## config.mk

```make
export PLATFORM = sky130hd
export DESIGN_NAME = digitaltube_driver
export DESIGN_NICKNAME = d
export VERILOG_FILES = /design/src/rtl/digitaltube_driver_pkg.sv /design/src/rtl/digitaltube_driver_hex_to_seg.sv /design/src/rtl/digitaltube_driver.sv
export SDC_FILE = /design/constraint.sdc
export NUM_CORES = 1
export LEC_CHECK = 0
export ABC_AREA = 1
export CORE_ASPECT_RATIO = 1.75
export CORE_MARGIN = 4
export CORE_UTILIZATION = 30
export CTS_BUF_LIST = sky130_fd_sc_hd__clkbuf_4 sky130_fd_sc_hd__clkbuf_8
export DETAILED_ROUTE_END_ITERATION = 8
export GPL_ROUTABILITY_DRIVEN = 1
export PLACE_DENSITY = 0.62
export SETUP_SLACK_MARGIN = 0.4
export SLEW_MARGIN = 10
export SYNTH_ARGS = -nofsm -noshare
export SYNTH_HDL_FRONTEND = slang
export SYNTH_SLANG_ARGS = --single-unit
```

## constraint.sdc

```tcl
create_clock -name clk -period 1.87 [get_ports clk]
set_input_delay 0.374 -clock clk [delete_from_list [all_inputs] [get_ports clk]]
set_output_delay 0.374 -clock clk [all_outputs]
set_load 0.01 [all_outputs]
```

## src/rtl/digitaltube_driver_pkg.sv

```systemverilog
// rtl/digitaltube_driver_pkg.sv - shared constants and types for the 7-segment tube driver
package digitaltube_driver_pkg;

  // Word offsets inside the device window
  localparam logic [1:0] DATA_OFS = 2'd0;
  localparam logic [1:0] CTRL_OFS = 2'd1;

  // CTRL field positions
  localparam int EN_LSB    = 0;
  localparam int DP_LSB    = 8;
  localparam int BLANK_BIT = 16;
  localparam int CTRL_W    = BLANK_BIT + 1;

  typedef struct packed {
    logic       blank;  // [16]
    logic [7:0] dp;     // [15:8]
    logic [7:0] en;     // [7:0]
  } ctrl_t;

  // Reset values
  localparam logic [31:0] DATA_RST = 32'h0000_0000;
  localparam ctrl_t       CTRL_RST = '{blank: 1'b0, dp: 8'h00, en: 8'hFF};
  localparam logic [7:0]  SEL_OFF  = 8'hFF;
  localparam logic [7:0]  SEG_OFF  = 8'hFF;

  // Active-low g..a patterns for nibbles 0..F; element k is the pattern for value k
  localparam logic [15:0][6:0] SEG_TABLE = {
    7'h0E, 7'h06, 7'h21, 7'h46,   // F E d C
    7'h03, 7'h08, 7'h10, 7'h00,   // b A 9 8
    7'h78, 7'h02, 7'h12, 7'h19,   // 7 6 5 4
    7'h30, 7'h24, 7'h79, 7'h40    // 3 2 1 0
  };

endpackage

```

## src/rtl/digitaltube_driver_hex_to_seg.sv

```systemverilog
// rtl/digitaltube_driver_hex_to_seg.sv - nibble to active-low 7-segment decoder
// Ports:
//   nibble_i : 4-bit hex value
//   seg_o    : segments g,f,e,d,c,b,a, active-low
module hex_to_seg
  import digitaltube_driver_pkg::*;
(
  input  logic [3:0] nibble_i,
  output logic [6:0] seg_o
);

  assign seg_o = SEG_TABLE[nibble_i];

endmodule

```

## src/rtl/digitaltube_driver.sv

```systemverilog
// rtl/digitaltube_driver.sv - bus-mapped driver scanning eight common-anode 7-segment digits
// Ports:
//   clk, clr        : clock, asynchronous active-low reset
//   addr, we, wd    : bridge write side (addr 0 DATA, addr 1 CTRL)
//   rd              : combinational register readback
//   tube_sel        : active-low digit select, at most one bit low
//   tube_seg        : active-low segments, [7]=dp, [6:0]=g..a
module digitaltube_driver
  import digitaltube_driver_pkg::*;
#(
  parameter int unsigned SCAN_DIV = 50000
) (
  input  logic        clk,
  input  logic        clr,
  input  logic [1:0]  addr,
  input  logic        we,
  input  logic [31:0] wd,
  output logic [31:0] rd,
  output logic [7:0]  tube_sel,
  output logic [7:0]  tube_seg
);

  localparam int PW = (SCAN_DIV > 1) ? $clog2(SCAN_DIV) : 1;
  localparam logic [PW-1:0] PRESC_MAX = PW'(SCAN_DIV - 1);

  logic [31:0]   data_q, data_d;
  ctrl_t         ctrl_q, ctrl_d;
  logic [PW-1:0] presc_q, presc_d;
  logic [2:0]    idx_q, idx_d;
  logic [7:0]    sel_q, sel_d;
  logic [7:0]    seg_q, seg_d;

  logic          scan_tick;
  logic [3:0]    cur_nibble;
  logic [6:0]    cur_seg7;
  logic          lit;

  // Upper write-data bits have no CTRL field behind them
  logic unused_wd;
  assign unused_wd = ^wd[31:CTRL_W];

  assign scan_tick = (presc_q == PRESC_MAX);

  always_comb begin
    presc_d = scan_tick ? '0 : presc_q + 1'b1;
    idx_d   = scan_tick ? idx_q + 3'd1 : idx_q;
  end

  always_comb begin
    data_d = data_q;
    ctrl_d = ctrl_q;
    if (we) begin
      case (addr)
        DATA_OFS: data_d = wd;
        CTRL_OFS: ctrl_d = ctrl_t'(wd[CTRL_W-1:0]);
        default:  ;
      endcase
    end
  end

  always_comb begin
    rd = '0;
    case (addr)
      DATA_OFS: rd = data_q;
      CTRL_OFS: rd = {{(32-CTRL_W){1'b0}}, ctrl_q};
      default:  rd = '0;
    endcase
  end

  // Output stage is built from registered state only, so writes and idx
  // changes show up one edge later.
  assign cur_nibble = 4'(data_q >> {idx_q, 2'b00});

  hex_to_seg u_hex_to_seg (
    .nibble_i (cur_nibble),
    .seg_o    (cur_seg7)
  );

  assign lit = !ctrl_q.blank && ctrl_q.en[idx_q];

  always_comb begin
    sel_d = SEL_OFF;
    seg_d = SEG_OFF;
    if (lit) begin
      sel_d = ~(8'h01 << idx_q);
      seg_d = {~ctrl_q.dp[idx_q], cur_seg7};
    end
  end

  always_ff @(posedge clk or negedge clr) begin
    if (!clr) begin
      data_q  <= DATA_RST;
      ctrl_q  <= CTRL_RST;
      presc_q <= '0;
      idx_q   <= 3'd0;
      sel_q   <= SEL_OFF;
      seg_q   <= SEG_OFF;
    end else begin
      data_q  <= data_d;
      ctrl_q  <= ctrl_d;
      presc_q <= presc_d;
      idx_q   <= idx_d;
      sel_q   <= sel_d;
      seg_q   <= seg_d;
    end
  end

  assign tube_sel = sel_q;
  assign tube_seg = seg_q;

endmodule
```

Word-level counts from Yosys, hierarchy flattened
Memory sizes are Yosys's and may differ from the RTL's.
Index checks and enable logic that the tools add are counted.
{ "word_totals": {"register_bits": 84, "romBits": 112, "inputBits": 37, "output_inout_bits": 48, "word_cells": 33, "memories": 1} }
{ "memory_table": {"columns": ["memory", "words", "width", "rd", "rd_clocked_by_memory_dff", "write_ports", "line", "text"], "rows": [
  ["(no name shown)", 16, 7, 1, 0, 0, "digitaltube_driver_hex_to_seg.sv:12", "assign seg_o = SEG_TABLE[nibble_i];"]
]} }
{ "op_classes": {"addsub": 2, "magnitude_cmp": 2, "n_eq_ne": 2, "n_shift": 2, "n_mux": 9, "bitwise": 2, "n_reduce_logical": 5} }
{ "ops": {"columns": ["cell", "count"], "rows": [
  ["$pmux 32 s2", 1],
  ["$shr 32x5->4", 1],
  ["$add 16x1->16 const B", 1],
  ["$eq 16x16->1 const B", 1],
  ["$mux 16", 1],
  ["$mux 8", 2],
  ["$not 8->8", 1],
  ["$shl 1x3->8 const A", 1],
  ["$mux 7", 1],
  ["$bmux 1 s3", 2],
  ["$lt 4x5->1 const B", 1],
  ["$lt 3x4->1 const B", 1],
  ["$reduce_and 2->1", 2],
  ["$add 3x1->3 const B", 1],
  ["$eq 2x1->1 const B", 1],
  ["$logic_not 2->1", 1],
  ["$mux 1", 2],
  ["$logic_and 1x1->1", 1],
  ["$logic_not 1->1", 1],
  ["$not 1->1", 1]
]} }

Longest topological paths before layout
{ "logic_depth": {"word_depth": 4, "mapped_depth": 14} }

Cells and area by module
A second synthesis with hierarchy kept.
{ "unflattened": {"cells_unflattened": 584, "area_unflattened_um2": 4586.9} }
{ "modules_own_cells": {"columns": ["module", "instances", "cells_per_inst", "area_per_inst_um2", "seq_area_each_um2"], "rows": [
  ["digitaltube_driver", 1, 535, 4312.9, 2132.0],
  ["hex_to_seg", 1, 49, 274.0, 0.0]
]} }

Least setup slack after synthesis
Ideal clock, no wire load.
{ "synth_timing": {"path_type": "reg2reg", "startpoint": "register idx_q[0]", "endpoint": "register seg_q[5], in the netlist tube_seg[5]", "setup_time_ps": 80, "arrival_ps": 1583, "required_ps": 1790, "path_slack_ps": 207, "stages_incl_launch_ff": 13, "n_path_buf": 1, "path_cell_list": "dfrtp_1 -> inv_2 -> buf_2 -> nand2_1 -> nand3_1 -> nand3_1 -> o21ai_2 -> inv_1 -> ha_1 -> nand3_1 -> nand2_1 -> nand2_1 -> nand3_2"} }
{ "synth_between": {"elab_chain_cells": 4, "elab_cells_between_ends": 7} }
{ "synth_rtl": {"columns": ["element", "line", "text"], "rows": [
  ["from (decl)", "digitaltube_driver.sv:29", "logic [2:0] idx_q, idx_d;"],
  ["from (signal assigned)", "digitaltube_driver.sv:102", "idx_q <= idx_d;"],
  ["$shr 32x5->4 or $bmux 1 s3 (tied branches)", "digitaltube_driver.sv:72, digitaltube_driver.sv:79", null],
  ["$mem_v2 16x7 or $mux 1 (tied branches)", null, null],
  ["$mux 7 (not written as such) or $logic_and 1x1->1 (tied branches)", "digitaltube_driver_hex_to_seg.sv:12, digitaltube_driver.sv:79", null],
  ["$mux 8 *", "digitaltube_driver.sv:84", "if (lit) begin"],
  ["named net seg_d[5]", "digitaltube_driver.sv:31", "logic [7:0] seg_q, seg_d;"],
  ["to (signal assigned)", "digitaltube_driver.sv:104", "seg_q <= seg_d;"],
  ["to (decl)", "digitaltube_driver.sv:31", null]
]} }
Mark *: on every way through the listed nets, which the timed path passes. The rest lies on a longest branch. The select of a mux whose other input is x is not followed.
A chain may end at the register's enable or synchronous reset.

Worst setup path after layout
{ "layout_timing": {"startpoint": "register idx_q[0]", "endpoint": "register sel_q[6], in the netlist tube_sel[6]"} }
{ "layout_between": {"elab_chain_cells": 4, "elab_cells_between_ends": 6} }
{ "layout_rtl": {"columns": ["element", "line", "text"], "rows": [
  ["$bmux 1 s3", "digitaltube_driver.sv:79", "assign lit = !ctrl_q.blank && ctrl_q.en[idx_q];"],
  ["$mux 1 (not written as such)", "digitaltube_driver.sv:79", null],
  ["$logic_and 1x1->1", "digitaltube_driver.sv:79", null],
  ["$mux 8 *", "digitaltube_driver.sv:84", null],
  ["named net sel_d[6]", "digitaltube_driver.sv:30", "logic [7:0] sel_q, sel_d;"],
  ["to (signal assigned)", "digitaltube_driver.sv:103", "sel_q <= sel_d;"],
  ["to (decl)", "digitaltube_driver.sv:30", null]
]} }
Marks and branches as above.

==> impl_summary.log <==
INFO  metric synth_top_area_share = roughly 33%
INFO  metric grt_pass1_wl = 21.2 mm
INFO  metric gr-total-overflow = 0
INFO  metric fin_worst_skew = between 0.01 and 0.015 ns
INFO  metric placement_rows = slightly below 60
INFO  metric critPathKind = flip-flop to flip-flop
INFO  metric share_of_synthesized_cell_area_in_and_or_nand_and_nor_gates = approximately a quarter
INFO  metric post-route-drc-count = 0
INFO  metric start_util = a little under a third
INFO  metric total_length_of_routed_wires = approximately 14 mm
INFO  metric tritoncts_num_sinks = 84
INFO  metric post_synth_num_cell_types = 37
INFO  metric cts_tree = yes
INFO  metric detailroute.via_count = 4,335
INFO  metric ys_warn_count = 0
INFO  metric fp.coreArea = between 10,000 and 15,000 µm²
INFO  metric post_synth.cell_area_avg = slightly above 8 µm²
INFO  metric num-nets-final = ~760
INFO  metric muxShareOfSynthArea = 0%
INFO  metric floorplan.die_area = 17,100 µm²
INFO  metric cts-buffers-inserted = 9
INFO  metric worstReg2RegStart = idx_q[0]
INFO  metric multi_input_comb_area = roughly 2400 µm²
INFO  metric netlist_top_cells_area = sky130_fd_sc_hd__dfrtp_1 33%, sky130_fd_sc_hd__dfstp_2 14%, sky130_fd_sc_hd__nand2_1 11%
INFO  metric hpwl = 9.34 mm
INFO  metric worst_slew_margin_rel = 78.8%
INFO  metric tightestPinTransition = approximately 0.32 ns
INFO  metric post_place_cell_area = between 5000 and 6000 µm²
INFO  metric chipHeight = between 150 and 200 µm
INFO  metric layout.cell_area.non_filler = between 6000 and 7000 µm²
INFO  metric post_layout_nonfiller_instances = between 800 and 900
INFO  metric start_kind = flip-flop
INFO  metric power.total = roughly 0.0051 W
INFO  metric period_needed = 1.78 ns
INFO  metric register_area_share_after_synthesis = approximately 47%
INFO  metric synth_seq_cells = 84
INFO  metric cp_data_arrival_time = roughly 2.1 ns
INFO  metric status = completed
INFO  metric cts_max_level = 3
INFO  metric setup_viol = 0
INFO  metric grt_max_degree = 36
INFO  metric syn2layout_area_growth = 53.3%
INFO  metric cts_root_buf = sky130_fd_sc_hd__clkbuf_8
INFO  metric drt-wirelength-per-cell = roughly 16 µm
INFO  metric ff_latch_area = between 2000 and 2500 µm²
INFO  metric post_synth_fa_ha_maj_area_fraction = approximately 3.6%
INFO  metric path_clk_slew = around 0.09 ns
INFO  metric globalplace.congestion = around 0.88
INFO  metric clock_path_buffers = 2
INFO  metric synth.cell_area = 4510 µm²
INFO  metric vias_per_cell = slightly below 5
INFO  metric filler_cell_count = roughly 1,400
INFO  metric report.final.hold_viol_count = 0
INFO  metric cp.required = ~2.2 ns
INFO  metric combinational_family_with_the_most_area_after_synthesis = simple AND/OR/NAND/NOR gates
INFO  metric dpl.cell_count = 826
INFO  metric max_freq = around 560 MHz
INFO  metric power.ir.vdd_worst = roughly 460 µV
INFO  metric clk-insertion-delay-late = around 0.36 ns
INFO  metric first_pass_iters = 7
INFO  metric first_global_vias = about 4,300
INFO  metric postSynthCellCount = between 500 and 600
INFO  metric post_syn_nets = 610
INFO  metric final.hold.worst_slack = 0.421 ns
INFO  metric slew_violations = 0
INFO  metric ios = 85
INFO  metric final_util = a little under half
INFO  metric fin_crit_sh = 95.4%
INFO  metric startpoint = idx_q[0]
INFO  metric worstSetupEndpointType = flip-flop
INFO  metric drv_cap = 0
INFO  metric post_synth_xor_area_fraction = ~1.4%
INFO  metric total_leakage_power = around 3.3 nW
INFO  metric synth_area_leader_cell = sky130_fd_sc_hd__dfrtp_1
INFO  metric post_detailed_route_count_of_antenna_violating_nets = 0
INFO  metric die_w = 101 µm
INFO  metric powerDensity = between 700 and 800 nW/µm²
INFO  metric port_buffers = 84
INFO  metric post_route_cells_drive_above_1_share = 39.6%
INFO  metric dr.first_iter.drc_count = between 150 and 200
INFO  metric grt_use_total = about 16%
INFO  metric setup_repair_after_global_routing_missed_its_margin = yes
INFO  metric synth_compound_gate_area_share = 10.8%
INFO  metric type_of_the_most_critical_hold_path = input port to asynchronous set/reset pin
INFO  metric worst-path-max-fanout = 11
INFO  metric antenna_violations_before_repair = 1
[state kept, by name, indices dropped and copies added (netlist names)]
signal and count:
tube_sel 8, idx_q 3, ctrl_q 17, presc_q 16, tube_seg 8, data_q 32
[area by class of cell]
| class | instances | share of cell area, % |
|---|---|---|
| inverters | 91 | 5.47 |
| repair inverters | 1 | 0.109 |
| diodes | 1 | 0.0362 |
| clock inverters | 5 | 1.21 |
| multi-input cells | 365 | 34.4 |
| repair buffers | 156 | 22.4 |
| well taps | 183 | 3.31 |
| flip-flops and latches | 84 | 30.9 |
| clock buffers | 11 | 2.10 |
[per-layer routing]
| metal | wire length (µm) | track usage, % | vias to the layer above | share of wire (%) |
|---|---|---|---|---|
| met3 | 507 | 2.17 | 47 | 3.6 |
| met1 | 5030 | 16.8 | 2087 | 36 |
| li1 | - | - | 2074 | - |
| met4 | 706 | 9.21 | 0 | 5.0 |
| met5 | 0 | 0 | - | 0 |
| met2 | 7740 | 29.0 | 127 | 55 |
[where the power goes]
group,internal [W],leakage [nW],switching [W]
clock,0.000810,0.117,0.000680
sequential,0.00206,0.986,0.000106
combinational,0.000617,2.20,0.000784
total,0.00348,3.31,0.00157
[logic make-up after synthesis]
family | after synthesis
DFF | 84
and+or+nand+nor | 255
AOI/OAI and AO/OA | 90
buffers and inverters | 111
adders and majority gates | 13
xor gates and xnor gates | 7
[timing repair]
action / in CTS / in global routing
pin swaps: 34 / 27
buffers inserted: 28 / 21
endpoints found under the hold margin: 10 / 0
cloned: 3 / 1
hold buffers: 1 / 0
gates resized for setup: 274 / 104
endpoints found under the setup margin: 69 / 61
[cells in the mapped netlist]
cell	instances
sky130_fd_sc_hd__a21oi_1	24
sky130_fd_sc_hd__a22o_1	2
sky130_fd_sc_hd__buf_1	1
sky130_fd_sc_hd__buf_2	2
sky130_fd_sc_hd__buf_4	2
sky130_fd_sc_hd__buf_6	5
sky130_fd_sc_hd__clkbuf_1	10
sky130_fd_sc_hd__clkinv_1	1
sky130_fd_sc_hd__dfrtp_1	60
sky130_fd_sc_hd__dfstp_2	24
sky130_fd_sc_hd__ha_1	13
sky130_fd_sc_hd__inv_1	84
sky130_fd_sc_hd__inv_2	5
sky130_fd_sc_hd__inv_4	1
sky130_fd_sc_hd__nand2_1	127
sky130_fd_sc_hd__nand2_2	4
sky130_fd_sc_hd__nand2_4	2
sky130_fd_sc_hd__nand3_1	39
sky130_fd_sc_hd__nand3_2	13
sky130_fd_sc_hd__nand3_4	2
sky130_fd_sc_hd__nand3b_1	1
sky130_fd_sc_hd__nand4_1	4
sky130_fd_sc_hd__nor2_1	52
sky130_fd_sc_hd__nor2_2	1
sky130_fd_sc_hd__nor2_4	2
sky130_fd_sc_hd__nor3_1	4
sky130_fd_sc_hd__nor3_4	1
sky130_fd_sc_hd__nor3b_1	1
sky130_fd_sc_hd__nor4_1	2
sky130_fd_sc_hd__o211ai_2	2
sky130_fd_sc_hd__o21ai_0	48
sky130_fd_sc_hd__o21ai_1	5
sky130_fd_sc_hd__o21ai_2	1
sky130_fd_sc_hd__o21bai_1	1
sky130_fd_sc_hd__o22ai_1	7
sky130_fd_sc_hd__xnor2_1	2
sky130_fd_sc_hd__xor2_1	5
[cells in the final DEF, fill, tap and decap left out, drive strengths merged, types with 13 or more instances in the layout]
cell,n
a21oi,24
buf,120
clkdlybuf4s50,33
dfrtp,60
dfstp,24
ha,13
inv,90
nand2,133
nand3,54
nor2,55
o21ai,54
[path summary, 6_finish.rpt]
check                               to  cells past startpoint  slack [ns]
hold reg to reg             ctrl_q[10]                      2        0.49
min in group clk            ctrl_q[10]                      2        0.49
hold / removal               data_q[6]                      2        0.42
max in group asynchronous  tube_seg[7]                      3        0.80
setup reg to reg           tube_sel[6]                      9        0.09
setup / recovery           tube_sel[6]                      9        0.09
[worst max-delay path: stages (launching register included)]
cell	delay, ns
sky130_fd_sc_hd__dfrtp_2	0.47
sky130_fd_sc_hd__buf_6	0.15
sky130_fd_sc_hd__bufbuf_16	0.27
sky130_fd_sc_hd__a21oi_4	0.14
sky130_fd_sc_hd__o21ai_2	0.09
sky130_fd_sc_hd__nand3_2	0.09
sky130_fd_sc_hd__nand2_2	0.07
sky130_fd_sc_hd__nor2_4	0.22
sky130_fd_sc_hd__buf_6	0.16
sky130_fd_sc_hd__nand3_2	0.06
[per-stage QoR]
step	setup TNS, ns	setup slack, ns
after global routing	-0.0198	-0.0198
final	0	0.0853
after floorplan	0	0.233
after global placement	-15.50	-0.531
after CTS	0	0.120
after detailed placement	-15.96	-0.549
(Power assumes the default switching activity.)
